===== config.mk =====
export PLATFORM = sky130hd
export DESIGN_NAME = shift_sub_divider
export DESIGN_NICKNAME = d
export VERILOG_FILES = /design/src/rtl/shift_sub_divider.sv
export SDC_FILE = /design/constraint.sdc
export NUM_CORES = 1
export LEC_CHECK = 0
export BUFFER_PORTS_ARGS = -buffer_cell sky130_fd_sc_hd__clkbuf_2
export CAP_MARGIN = 20
export CORE_ASPECT_RATIO = 0.9
export CORE_MARGIN = 1.5
export CORE_UTILIZATION = 50
export DETAILED_ROUTE_END_ITERATION = 16
export PLACE_DENSITY = 0.77
export SLEW_MARGIN = 20
export SYNTH_ARGS = -nofsm -noshare
export SYNTH_HDL_FRONTEND = slang
export SYNTH_SLANG_ARGS = --single-unit
export TNS_END_PERCENT = 1

===== constraint.sdc =====
create_clock -name Clk -period 2.4 [get_ports Clk]
set_input_delay 0.48 -clock Clk [delete_from_list [all_inputs] [get_ports Clk]]
set_output_delay 0.48 -clock Clk [all_outputs]
set_load 0.02 [all_outputs]

===== src/rtl/shift_sub_divider.sv =====
// Sequential restoring divider: one shift cycle and one conditional-subtract cycle per quotient bit.
// Quotient and remainder are held in their working registers and stay valid in DONE and IDLE.
//
// state | meaning
// ------+---------------------------------------------------------------
// IDLE  | waiting for Run; LoadDivisor captures Din into the divisor
// LOAD  | capture dividend from Din, clear remainder/count, trap D==0
// SHIFT | shift {R,Q} left by one, zero into Q[0]
// SUB   | trial subtract D from R, restore on borrow, set quotient bit
// DONE  | results held; leave on Run low, LoadDivisor honoured
module shift_sub_divider #(
    parameter int WIDTH = 8
) (
    input  logic             Clk,
    input  logic             Reset,
    input  logic             Run,
    input  logic             LoadDivisor,
    input  logic [WIDTH-1:0] Din,
    output logic [WIDTH-1:0] Quotient,
    output logic [WIDTH-1:0] Remainder,
    output logic             Busy,
    output logic             Done,
    output logic             DivByZero
);

    localparam int CNT_W = (WIDTH > 1) ? $clog2(WIDTH) : 1;
    localparam logic [CNT_W-1:0] CNT_LAST = CNT_W'(WIDTH - 1);

    localparam logic [2:0] ST_IDLE  = 3'd0;
    localparam logic [2:0] ST_LOAD  = 3'd1;
    localparam logic [2:0] ST_SHIFT = 3'd2;
    localparam logic [2:0] ST_SUB   = 3'd3;
    localparam logic [2:0] ST_DONE  = 3'd4;

    logic [2:0]       state_q, state_d;
    logic [WIDTH-1:0] d_q, d_d;
    logic [WIDTH:0]   r_q, r_d;
    logic [WIDTH-1:0] q_q, q_d;
    logic [CNT_W-1:0] cnt_q, cnt_d;
    logic             dbz_q, dbz_d;
    logic [WIDTH:0]   diff;

    // The extra top bit of diff is the borrow: set means R < D, so restore.
    assign diff = r_q - {1'b0, d_q};

    always_comb begin
        state_d = state_q;
        d_d     = d_q;
        r_d     = r_q;
        q_d     = q_q;
        cnt_d   = cnt_q;
        dbz_d   = dbz_q;

        case (state_q)
            ST_IDLE: begin
                if (LoadDivisor) begin
                    d_d = Din;
                end
                if (Run) begin
                    state_d = ST_LOAD;
                end
            end
            ST_LOAD: begin
                cnt_d = '0;
                if (d_q == '0) begin
                    q_d     = '1;
                    r_d     = {1'b0, Din};
                    dbz_d   = 1'b1;
                    state_d = ST_DONE;
                end else begin
                    q_d     = Din;
                    r_d     = '0;
                    dbz_d   = 1'b0;
                    state_d = ST_SHIFT;
                end
            end
            ST_SHIFT: begin
                r_d     = {r_q[WIDTH-1:0], q_q[WIDTH-1]};
                q_d     = q_q << 1;
                state_d = ST_SUB;
            end
            ST_SUB: begin
                if (!diff[WIDTH]) begin
                    r_d    = diff;
                    q_d[0] = 1'b1;
                end else begin
                    q_d[0] = 1'b0;
                end
                if (cnt_q == CNT_LAST) begin
                    state_d = ST_DONE;
                end else begin
                    cnt_d   = cnt_q + CNT_W'(1);
                    state_d = ST_SHIFT;
                end
            end
            ST_DONE: begin
                if (LoadDivisor) begin
                    d_d = Din;
                end
                if (!Run) begin
                    state_d = ST_IDLE;
                end
            end
            default: begin
                state_d = ST_IDLE;
            end
        endcase
    end

    always_ff @(posedge Clk) begin
        if (Reset) begin
            state_q <= ST_IDLE;
            d_q     <= '0;
            r_q     <= '0;
            q_q     <= '0;
            cnt_q   <= '0;
            dbz_q   <= 1'b0;
        end else begin
            state_q <= state_d;
            d_q     <= d_d;
            r_q     <= r_d;
            q_q     <= q_d;
            cnt_q   <= cnt_d;
            dbz_q   <= dbz_d;
        end
    end

    assign Quotient  = q_q;
    assign Remainder = r_q[WIDTH-1:0];
    assign Busy      = (state_q == ST_LOAD) || (state_q == ST_SHIFT) || (state_q == ST_SUB);
    assign Done      = (state_q == ST_DONE);
    assign DivByZero = dbz_q;

endmodule


==> flow_summary_export.csv, run 1 <==
group,metric,value,unit
run_status,status,"complete, no violations",
timing,period_needed,2.334,ns
timing,max_freq,428.5,MHz
timing,setup_viol,0,
synth,synth.net_count,284,
pwr,p_switching,0.0007702,W
pwr,comb_power_share,0.427,
setup_path,criticalPathCategory,"reg -> reg",
final_layout,stdcell_area,2449,um2
setup_path,arrival,2.53,ns
global_route,gr-total-overflow,0,
timing,setup_tns,0,ns
synth,synth-compound-area-share,0.2616,
pwr,power_leakage,0.9737,nW
die,die_x,70.45,um
clocking,postCtsHoldBufs,0,
timing,slew-limit-headroom,0.6539,
clocking,cts-root-buf,"clkbuf_8",
synth,ys_types,42,
pwr,p_int,0.001280,W
global_route,grtUsageTotal,0.2559,
final_layout,seqCellArea,641.9,um2
clocking,cts_tree,"yes",
timing,grt_setup_unrepaired,"yes",
synth,ys_ff_latch,32,
pwr,peakVddDrop,0.0003621,V
synth,syn_area_per_cell,7.873,um2
synth,synth_fa_ha_area_frac,0.07702,
synth,synthMuxAreaShare,0.01467,
setup_path,timing.rr.start,"r_q[0]",
detailed_routing,drc,0,
setup_path,crit_fanout,8,
synth,yosysSeqAreaShare,0.3130,
pwr,swShare,0.3758,
job,maxCapViolations,0,
hold_path,holdPathStages,3,
pwr,power_density,837.1,nW/um2
global_route,first_global_vias,1916,
setup_path,reg2reg_to,"r_q[0]",
detailed_routing,initialDrtViolationCount,165,
final_layout,fillers,335,
hold_path,hold_start,"Din[4]",
hold_path,min_path_type,"in -> reg",
final_layout,final_cells,339,
detailed_routing,vias,2024,
detailed_routing,via_per_inst,5.971,
synth,synth_ff_type,"dfxtp_1",
synth,synth_area,2047,um2
synth,yosysWarnings,0,
timing,hold_ws,0.4497,ns
synth,synthSimpleGateAreaFrac,0.2482,
final_layout,drive_gt1_frac,0.2628,
pwr,p_clk_frac,0.250,
global_route,grt_max_degree,21,
setup_path,r2r_setup_slack,0.07,ns
pwr,pwr-share-seq,0.323,
die,ios,31,
timing,hold_viol,0,
clocking,path_clk_slew,0.07,ns
final_layout,area_delta_synth_final,19.62,%
die,dieArea,4487,um2
die,core-area,3810,um2
setup_path,critPathLaunchType,"flop",
placement,io_buffers,30,
global_route,antenna_found_initial,0,
setup_path,end_kind,"flop",
placement,place_area,2226,um2
setup_path,required,2.59,ns
die,initial_core_util,0.5373,
final_layout,fin_nets,316,
clocking,clock_latency,0.29,ns
placement,dpl.hpwl,3945,um
detailed_routing,ant_nets,0,
clocking,clock_sinks,32,
setup_path,worstRegToRegCells,9,
die,rows,21,
detailed_routing,routed_wl,5451,um
synth,synth_top_family_by_area,"compound AO/OA/AOI/OAI gates",
clocking,cts_made_buffers,5,
timing,tightestPinTransition,0.5191,ns
final_layout,diodes,0,
synth,syn_inst,260,
synth,synth_edf_count,0,
clocking,cts_htree_levels,2,
clocking,clockBufferDepth,2,
placement,gp_congestion,0.8911,
placement,dp.cells,326,
detailed_routing,post_drt_wl_per_cell,16.08,um
timing,finalClockSkew,0.006485,ns
die,die_y,63.70,um
detailed_routing,dr.pass1.iters,4,
final_layout,multiInputGateArea,1300,um2
timing,drv_slew,0,
synth,post_synth_xor_area_fraction,0.008557,
global_route,grt_pass1_wl,9011,um
timing,fin_crit_sh,0.9723,
hold_path,min_to,"d_q[4]",
synth,postSynth.asyncResetShare,0,
==> metal layers <==
layer | GRT usage | part of all wire | vias to the layer above | routed length, um
met5 | 0 | 0 | - | 0
met4 | 0.07692 | 0.011 | 0 | 59
met3 | 0.04480 | 0.057 | 6 | 310
met2 | 0.4104 | 0.48 | 60 | 2597
met1 | 0.3507 | 0.46 | 973 | 2484
li1 | - | - | 985 | -
==> cells in the final DEF, fill, tap and decap left out, types with 2 or more instances in the layout <==
master and n:
clkbuf_8 5, nor2_1 38, a211oi_2 4, nor3_4 2, o21ai_0 7, o22ai_1 7
clkbuf_2 30, nor2b_1 4, or2_2 2, a21oi_1 22, nand2_1 29, a31oi_1 2
ha_1 10, a311oi_2 2, nor2_2 2, and2_1 3, mux2i_1 2, a22oi_1 4
o21a_1 2, nor3_1 7, o2111ai_1 2, a211oi_1 6, o2bb2ai_1 2, inv_1 13
or4_1 2, or3_1 4, nand2b_1 4, nand3_1 5, dfxtp_1 31, buf_4 12
a2111oi_2 7, a2bb2oi_1 2
==> repair_timing <==
| action | in CTS | in global routing |
|---|---|---|
| setup buffers | 1 | 3 |
| resized for setup | 4 | 7 |
| endpoints found under the setup margin | 3 | 9 |
| gates cloned | 1 | 0 |
| pin swaps | 1 | 4 |
==> cell type report <==
class / count / share of cell area
well taps: 46 / 0.02351
multi-input cells: 196 / 0.5309
clock buffers: 6 / 0.02964
repair buffers: 44 / 0.1196
inverters: 13 / 0.01993
clock inverters: 2 / 0.01431
flip-flops and latches: 32 / 0.2621
==> worst max-delay path: stages (launching register included) <==
cell,delay [ns]
dfxtp_2,0.33
inv_1,0.06
ha_2,0.19
fa_2,0.40
nand2b_4,0.17
a211oi_4,0.24
mux2i_2,0.29
nor3_4,0.07
bufbuf_16,0.30
a211oi_1,0.20
==> cells by family after synthesis <==
| logic type | count (synthesis) |
|---|---|
| buf+inv | 32 |
| simple gates | 106 |
| fa+ha+maj | 12 |
| mux | 3 |
| flops | 32 |
| xor+xnor | 2 |
| compound gates | 73 |
==> Yosys cell counts, types with 3 or more instances <==
library cell,count,area share
o21ai_0,7,0.017
a211oi_1,9,0.033
nor2_1,38,0.070
nor3_1,7,0.017
ha_1,11,0.067
buf_4,8,0.029
a22oi_1,4,0.015
or3_1,4,0.012
nor2b_1,4,0.012
and2_1,3,0.0092
a21oi_1,22,0.054
clkbuf_1,5,0.0092
mux2i_1,3,0.015
inv_1,13,0.024
nand2b_1,5,0.015
dfxtp_1,32,0.31
a2111oi_2,7,0.051
buf_1,5,0.0092
o22ai_1,7,0.021
nand2_1,29,0.053
nand3_1,5,0.012
==> flip-flops by register name, indices dropped and copies added, names as in the netlist <==
name and cells:
state_q 3, Quotient 8, cnt_q 3, r_q 9, DivByZero 1, d_q 8
==> how the worst max path moves through the flow <==
| stage | from | end | slack, ns |
|---|---|---|---|
| finish | r_q[0] | r_q[0] | 0.07 |
| floorplan | r_q[0] | r_q[8] | 0.04 |
| global placement | r_q[0] | r_q[5] | 0.09 |
| CTS | r_q[0] | r_q[7] | 0.009 |
| global route | r_q[0] | r_q[6] | -0.05 |
| detailed placement | r_q[0] | r_q[5] | 0.03 |
==> metrics by stage <==
stage / setup WS (ns) / power [W] / utilization
2_1_floorplan: 0.03515 / 0.001249 / -
3_3_place_gp: 0.09360 / 0.001415 / 0.5842
3_5_place_dp: 0.03136 / 0.001429 / 0.5842
4_1_cts: 0.008815 / 0.002000 / 0.6286
5_1_grt: -0.04533 / 0.002172 / 0.6427
6_report: 0.06649 / 0.002050 / 0.6427
==> power by group through the flow <==
| stage | Sequential [W] | Combinational [W] | Clock [W] |
|---|---|---|---|
| after floorplan | 0.000684 | 0.000564 | 0 |
| after global placement | 0.000670 | 0.000746 | 0 |
| after detailed placement | 0.000672 | 0.000757 | 0 |
| after CTS | 0.000660 | 0.000823 | 0.000517 |
| after global routing | 0.000671 | 0.000963 | 0.000538 |
| final | 0.000663 | 0.000875 | 0.000512 |
No activity file was read; power rests on OpenSTA's default activity.
==> inputs of run 2 (changes only) <==
- BUFFER_PORTS_ARGS: -buffer_cell sky130_fd_sc_hd__clkbuf_2 -> default
- DONT_BUFFER_PORTS: default -> 1
- PLACE_DENSITY: 0.77 -> 0.67
==> run 2 against run 1 <==
Non-clock buffer count fell by 26. Sequential share of layout area rose by 2.3 points. Power fell by 9.3%. Design area fell by 8.2%. Wire length fell by 4.2%. Via count fell by 8.2%. Register-to-register slack improved by 0.097 ns. First-iteration DRC count fell by 6.1%. Critical path type unchanged.
==> flow_summary_export.csv, run 2 (synthesis results as in run 1) <==
group,metric,value,unit
clocking,cts_post_setup_buffers_inserted,0,
setup_path,critical_path.top_delay_family,"adder cells",
setup_path,criticalPathCategory,"reg -> reg",
placement,io_buffers,0,
final_layout,stdcell_area,2247,um2
clocking,clock_latency,0.28,ns
die,initial_core_util,0.5373,
detailed_routing,ant_nets,0,
detailed_routing,initialDrtViolationCount,155,
global_route,first_global_vias,1844,
placement,place_ws,0.03593,ns
clocking,cts_made_buffers,5,
final_layout,top_register,"r_q",
die,rows,21,
final_layout,largest_reg_flops,9,
setup_path,timing.critical_path.buf_inv,2,
timing,slew-limit-headroom,0.6481,
pwr,total_power,0.001860,W
timing,max_freq,447.1,MHz
job,maxCapViolations,0,
final_layout,final_cell_mix,"38 x nor2_1, 32 x dfxtp_1, 29 x nand2_1, 22 x a21oi_1, 15 x buf_4",
detailed_routing,post_drt_wl_per_cell,16.68,um
detailed_routing,routed_wl,5221,um
timing,period_needed,2.236,ns
final_layout,final_common_cell,"nor2_1",
clocking,cts-root-buf,"clkbuf_8",
global_route,grt_max_degree,34,
setup_path,end_kind,"flop",
timing,fin_crit_sh,0.9318,
timing,setup_viol,0,
final_layout,drive_gt1_frac,0.1610,
setup_path,crit_slowest_cell,"fa_2",
timing,grt_setup_unrepaired,"no",
setup_path,max_stage_delay,0.34,ns
clocking,path_clk_slew,0.07,ns
detailed_routing,dr.pass1.iters,4,
die,core-area,3810,um2
timing,finalClockSkew,0.005341,ns
final_layout,final_cells,313,
setup_path,critPathLaunchType,"flop",
placement,dp.cells,304,
detailed_routing,via_per_inst,5.936,
setup_path,crit_fanout,6,
final_layout,fin_nets,290,
setup_path,required,2.61,ns
final_layout,area_delta_synth_final,9.780,%
pwr,power_density,827.8,nW/um2
timing,setup_tns,0,ns
placement,place_area,2123,um2
clocking,cts_htree_levels,2,
placement,dpl.hpwl,3848,um
timing,drv_slew,0,
detailed_routing,vias,1858,
pwr,power_leakage,0.8369,nW
final_layout,fillers,340,
clocking,clock_sinks,32,
global_route,gr-total-overflow,0,
setup_path,arrival,2.44,ns
detailed_routing,drc,0,
pwr,peakVddDrop,0.0004108,V
clocking,cts_tree,"yes",
final_layout,diodes,0,
die,die_y,63.70,um
die,die_x,70.45,um
timing,setup_ws,0.1636,ns
clocking,postCtsHoldBufs,0,
global_route,antenna_found_initial,0,
setup_path,path_cells,"inv_1 -> ha_1 -> fa_2 -> nand2b_4 -> a211oi_4 -> mux2i_2 -> nor3_4 -> buf_6 -> nor2_1 -> a211oi_1",
run_status,status,"complete, no violations",
placement,gp_congestion,0.8492,
die,ios,31,
global_route,grt_pass1_wl,8797,um
timing,hold_viol,0,
hold_path,min_path_type,"in -> reg",
die,dieArea,4487,um2
clocking,clockBufferDepth,2,
global_route,grtUsageTotal,0.2529,
timing,tightestPinTransition,0.5233,ns
==> run 2: final timing paths <==
kind / from / end / slack, ns / depth (start not counted)
max: r_q[0] / r_q[1] / 0.16 / 10
min reg2reg: d_q[4] / d_q[4] / 0.46 / 2
max reg2reg: r_q[0] / r_q[1] / 0.16 / 10
min: Reset / r_q[4] / 0.26 / 1
==> run 2: report_power, final <==
part           switching [W]  internal [W]
clock               0.000202      0.000234
sequential         0.0000885      0.000594
combinational       0.000431      0.000310
total               0.000722       0.00114
==> run 2: timing repair <==
action	4_1_cts	5_1_grt
endpoints found under the setup margin	0	9
resized for setup	0	6
hold endpoints to repair	0	0
==> run 2: per-stage QoR <==
stage	hold WS [ns]	util
2_1_floorplan	0.4438	-
3_3_place_gp	0.4507	0.5573
3_5_place_dp	0.4569	0.5573
4_1_cts	0.2502	0.5810
5_1_grt	0.2363	0.5898
6_report	0.2553	0.5898
==> run 2: area by class of cell <==
cell class | instances | area (um2) | share of cell area
Timing Repair Buffer | 18 | 140.1 | 0.06236
Clock buffer | 8 | 90.09 | 0.04009
Multi-Input combinational cell | 196 | 1270 | 0.5651
Sequential cell | 32 | 640.6 | 0.2851
Tap cell | 46 | 57.56 | 0.02561
Inverter | 13 | 48.80 | 0.02171
==> run 2: worst reg2reg max path: stages, from the launching register on <==
cell	delay, ns
dfxtp_1	0.33
inv_1	0.06
ha_1	0.20
fa_2	0.34
nand2b_4	0.16
a211oi_4	0.27
mux2i_2	0.11
nor3_4	0.27
buf_6	0.18
nor2_1	0.04
a211oi_1	0.19
==> run 2: per-layer routing <==
| metal | global-route usage | vias to the layer above | routed length, um |
|---|---|---|---|
| met5 | 0 | - | 0 |
| met4 | 0.1010 | 0 | 77 |
| met3 | 0.08160 | 8 | 352 |
| met2 | 0.3550 | 61 | 2311 |
| met1 | 0.3548 | 848 | 2481 |
| li1 | - | 941 | - |
==> inputs of run 3 (changes only) <==
- ABC_AREA: default -> 1
- BUFFER_PORTS_ARGS: default -> -buffer_cell sky130_fd_sc_hd__clkbuf_2
- DONT_BUFFER_PORTS: 1 -> default
- PLACE_DENSITY: 0.67 -> 0.73
==> run 3 against run 2 <==
Non-clock buffer count rose by 15. Core utilization rose by 0.30 points. Clock-buffer cell count fell by 1. Final cell count rose by 17%. First-iteration DRC count fell by 46%. Worst setup slack improved by 0.18 ns. Clock power rose by 2%. Critical endpoint is now r_q[7]. Largest cell class unchanged.
==> flow_summary_export.csv, run 3 <==
group,metric,value,unit
clocking,clock_latency,0.28,ns
detailed_routing,drc,0,
timing,setup_viol,0,
global_route,gr-total-overflow,0,
run_status,status,"complete, no violations",
setup_path,timing.critical_path.buf_inv,3,
final_layout,largest_reg_flops,9,
synth,syn_area_per_cell,6.869,um2
setup_path,crit_slowest_cell,"dfxtp_1",
synth,synth.most_common_cell,"nand2_1",
synth,synth.net_count,322,
die,die_y,63.70,um
hold_path,hold_start,"Run",
die,dieArea,4487,um2
detailed_routing,post_drt_wl_per_cell,13.20,um
synth,postSynth.asyncResetShare,0,
hold_path,min_path_type,"in -> reg",
setup_path,path_cells,"inv_1 -> ha_1 -> fa_1 -> inv_1 -> nand2_1 -> nand2_1 -> nand3_2 -> nand3_2 -> nand3_4 -> nand2_1 -> inv_1 -> nor2_1 -> nor2_1",
final_layout,fin_nets,345,
timing,finalClockSkew,0.007762,ns
synth,ys_ff_latch,32,
clocking,cts_htree_levels,2,
global_route,grtUsageTotal,0.2307,
clocking,cts-root-buf,"clkbuf_8",
timing,grt_setup_unrepaired,"no",
placement,io_buffers,30,
synth,synth_edf_count,0,
clocking,clock_sinks,32,
pwr,power_density,1006,nW/um2
clocking,postCtsHoldBufs,0,
final_layout,multiInputGateArea,1115,um2
global_route,grt_max_degree,24,
timing,setup_tns,0,ns
timing,fin_crit_sh,0.8569,
timing,slew-limit-headroom,0.5628,
job,maxCapViolations,0,
timing,setup_ws,0.3435,ns
timing,hold_viol,0,
die,ios,31,
final_layout,final_common_cell,"nand2_1",
placement,gp_congestion,0.8558,
synth,synth_common_cells,"52 x nand2_1, 46 x inv_1, 33 x nor2_1",
setup_path,crit_fanout,17,
detailed_routing,dr.pass1.iters,4,
global_route,grt_pass1_wl,8148,um
placement,place_ws,0.3759,ns
synth,synthTopCellsByArea,"dfxtp_1 31%, nand2_1 9.5%, inv_1 8.4%",
global_route,first_global_vias,1750,
clocking,path_clk_slew,0.07,ns
detailed_routing,routed_wl,4844,um
setup_path,timing.rr.start,"r_q[0]",
synth,synth_ff_type,"dfxtp_1",
final_layout,drive_gt1_frac,0.1807,
setup_path,arrival,2.23,ns
pwr,power_leakage,1.160,nW
die,initial_core_util,0.5373,
final_layout,seqCellArea,640.6,um2
setup_path,worstSetupStartpoint,"r_q[0]",
synth,ys_types,28,
setup_path,critPathLaunchType,"flop",
synth,yosysWarnings,0,
synth,yosysSeqAreaShare,0.3130,
final_layout,top_register,"r_q",
placement,dpl.hpwl,3621,um
pwr,peakVddDrop,0.0005337,V
final_layout,diodes,0,
die,rows,21,
setup_path,criticalPathCategory,"reg -> reg",
clocking,cts_made_buffers,5,
setup_path,end_kind,"flop",
final_layout,area_delta_synth_final,10.33,%
timing,tightestPinTransition,0.6550,ns
timing,period_needed,2.056,ns
synth,yosysTopAreaCell,"dfxtp_1",
setup_path,critical_path.top_delay_family,"simple AND/OR/NAND/NOR gates",
synth,syn_inst,298,
global_route,antenna_found_initial,0,
detailed_routing,via_per_inst,5.346,
detailed_routing,vias,1962,
synth,synth_area,2047,um2
timing,max_freq,486.3,MHz
die,die_x,70.45,um
clocking,cts_post_setup_buffers_inserted,0,
synth,synth_top_area_frac,0.3130,
timing,drv_slew,0,
detailed_routing,initialDrtViolationCount,84,
clocking,ctsResizeCount,0,
setup_path,required,2.58,ns
detailed_routing,ant_nets,0,
die,core-area,3810,um2
clocking,clockBufferDepth,2,
final_layout,fillers,365,
final_layout,final_cell_mix,"52 x nand2_1, 46 x inv_1, 33 x nor2_1, 32 x dfxtp_1, 30 x clkbuf_2",
setup_path,max_stage_delay,0.35,ns
clocking,cts_tree,"yes",
final_layout,fin_util,0.5928,
timing,hold_ws,0.4495,ns
[run 3: cell types whose count changed in the layout (fill, tap and decap cells not counted), moves of 9 or more]
| cell | change |
|---|---|
| inv_1 | +33 |
| clkbuf_2 | +30 |
| nand2_1 | +23 |
| nand3_1 | +21 |
| buf_4 | -12 |
| a211oi_1 | -9 |
[run 3: cell type report]
class                   instances  area share
multi-input cells             202      0.4936
flip-flops and latches         32      0.2837
inverters                      47     0.07812
repair buffers                 33     0.07645
clock buffers                   7     0.04266
well taps                      46     0.02548
[run 3: path summary, 6_finish.rpt]
path	cells past startpoint	end	slack (ns)
max	13	r_q[7]	0.34
min	3	state_q[2]	0.45
max reg2reg	13	r_q[7]	0.34
min reg2reg	1	cnt_q[0]	0.47
[run 3: worst reg2reg max path, delay by kind of cell, from the launching register on]
family | cells | cell delay, ns
and+or+nand+nor | 8 | 0.84
adders and majority gates | 2 | 0.56
DFF | 1 | 0.35
buffers and inverters | 3 | 0.21
[run 3: per-layer routing]
| metal | wire length [um] | share of wire | up-vias | GRT usage |
|---|---|---|---|---|
| li1 | - | - | 1015 | - |
| met1 | 2494 | 0.51 | 881 | 0.3307 |
| met2 | 2044 | 0.42 | 62 | 0.3384 |
| met3 | 260 | 0.054 | 4 | 0.05280 |
| met4 | 45 | 0.0093 | 0 | 0.07933 |
| met5 | 0 | 0 | - | 0 |
[run 3: kinds of logic after synthesis]
group           Yosys count  share of synthesized area
buf+inv                  64                     0.1424
compound gates           57                     0.1608
flops                    32                     0.3130
fa+ha+maj                12                    0.07702
simple gates            133                     0.3068
[run 3: per-stage QoR]
| step | total power, W | cell area [um2] | instances |
|---|---|---|---|
| after floorplan | 0.001621 | 2047 | 298 |
| after global placement | 0.001811 | 2162 | 360 |
| after detailed placement | 0.001828 | 2162 | 360 |
| after CTS | 0.002277 | 2258 | 367 |
| after global routing | 0.002459 | 2258 | 367 |
| final | 0.002271 | 2258 | 367 |
[run 3: where the power goes]
part | switching (W) | total (W) | internal (W) | leakage (nW)
sequential | 0.0000859 | 0.000719 | 0.000633 | 0.263
clock | 0.000191 | 0.000446 | 0.000255 | 0.0503
combinational | 0.000720 | 0.00111 | 0.000385 | 0.846
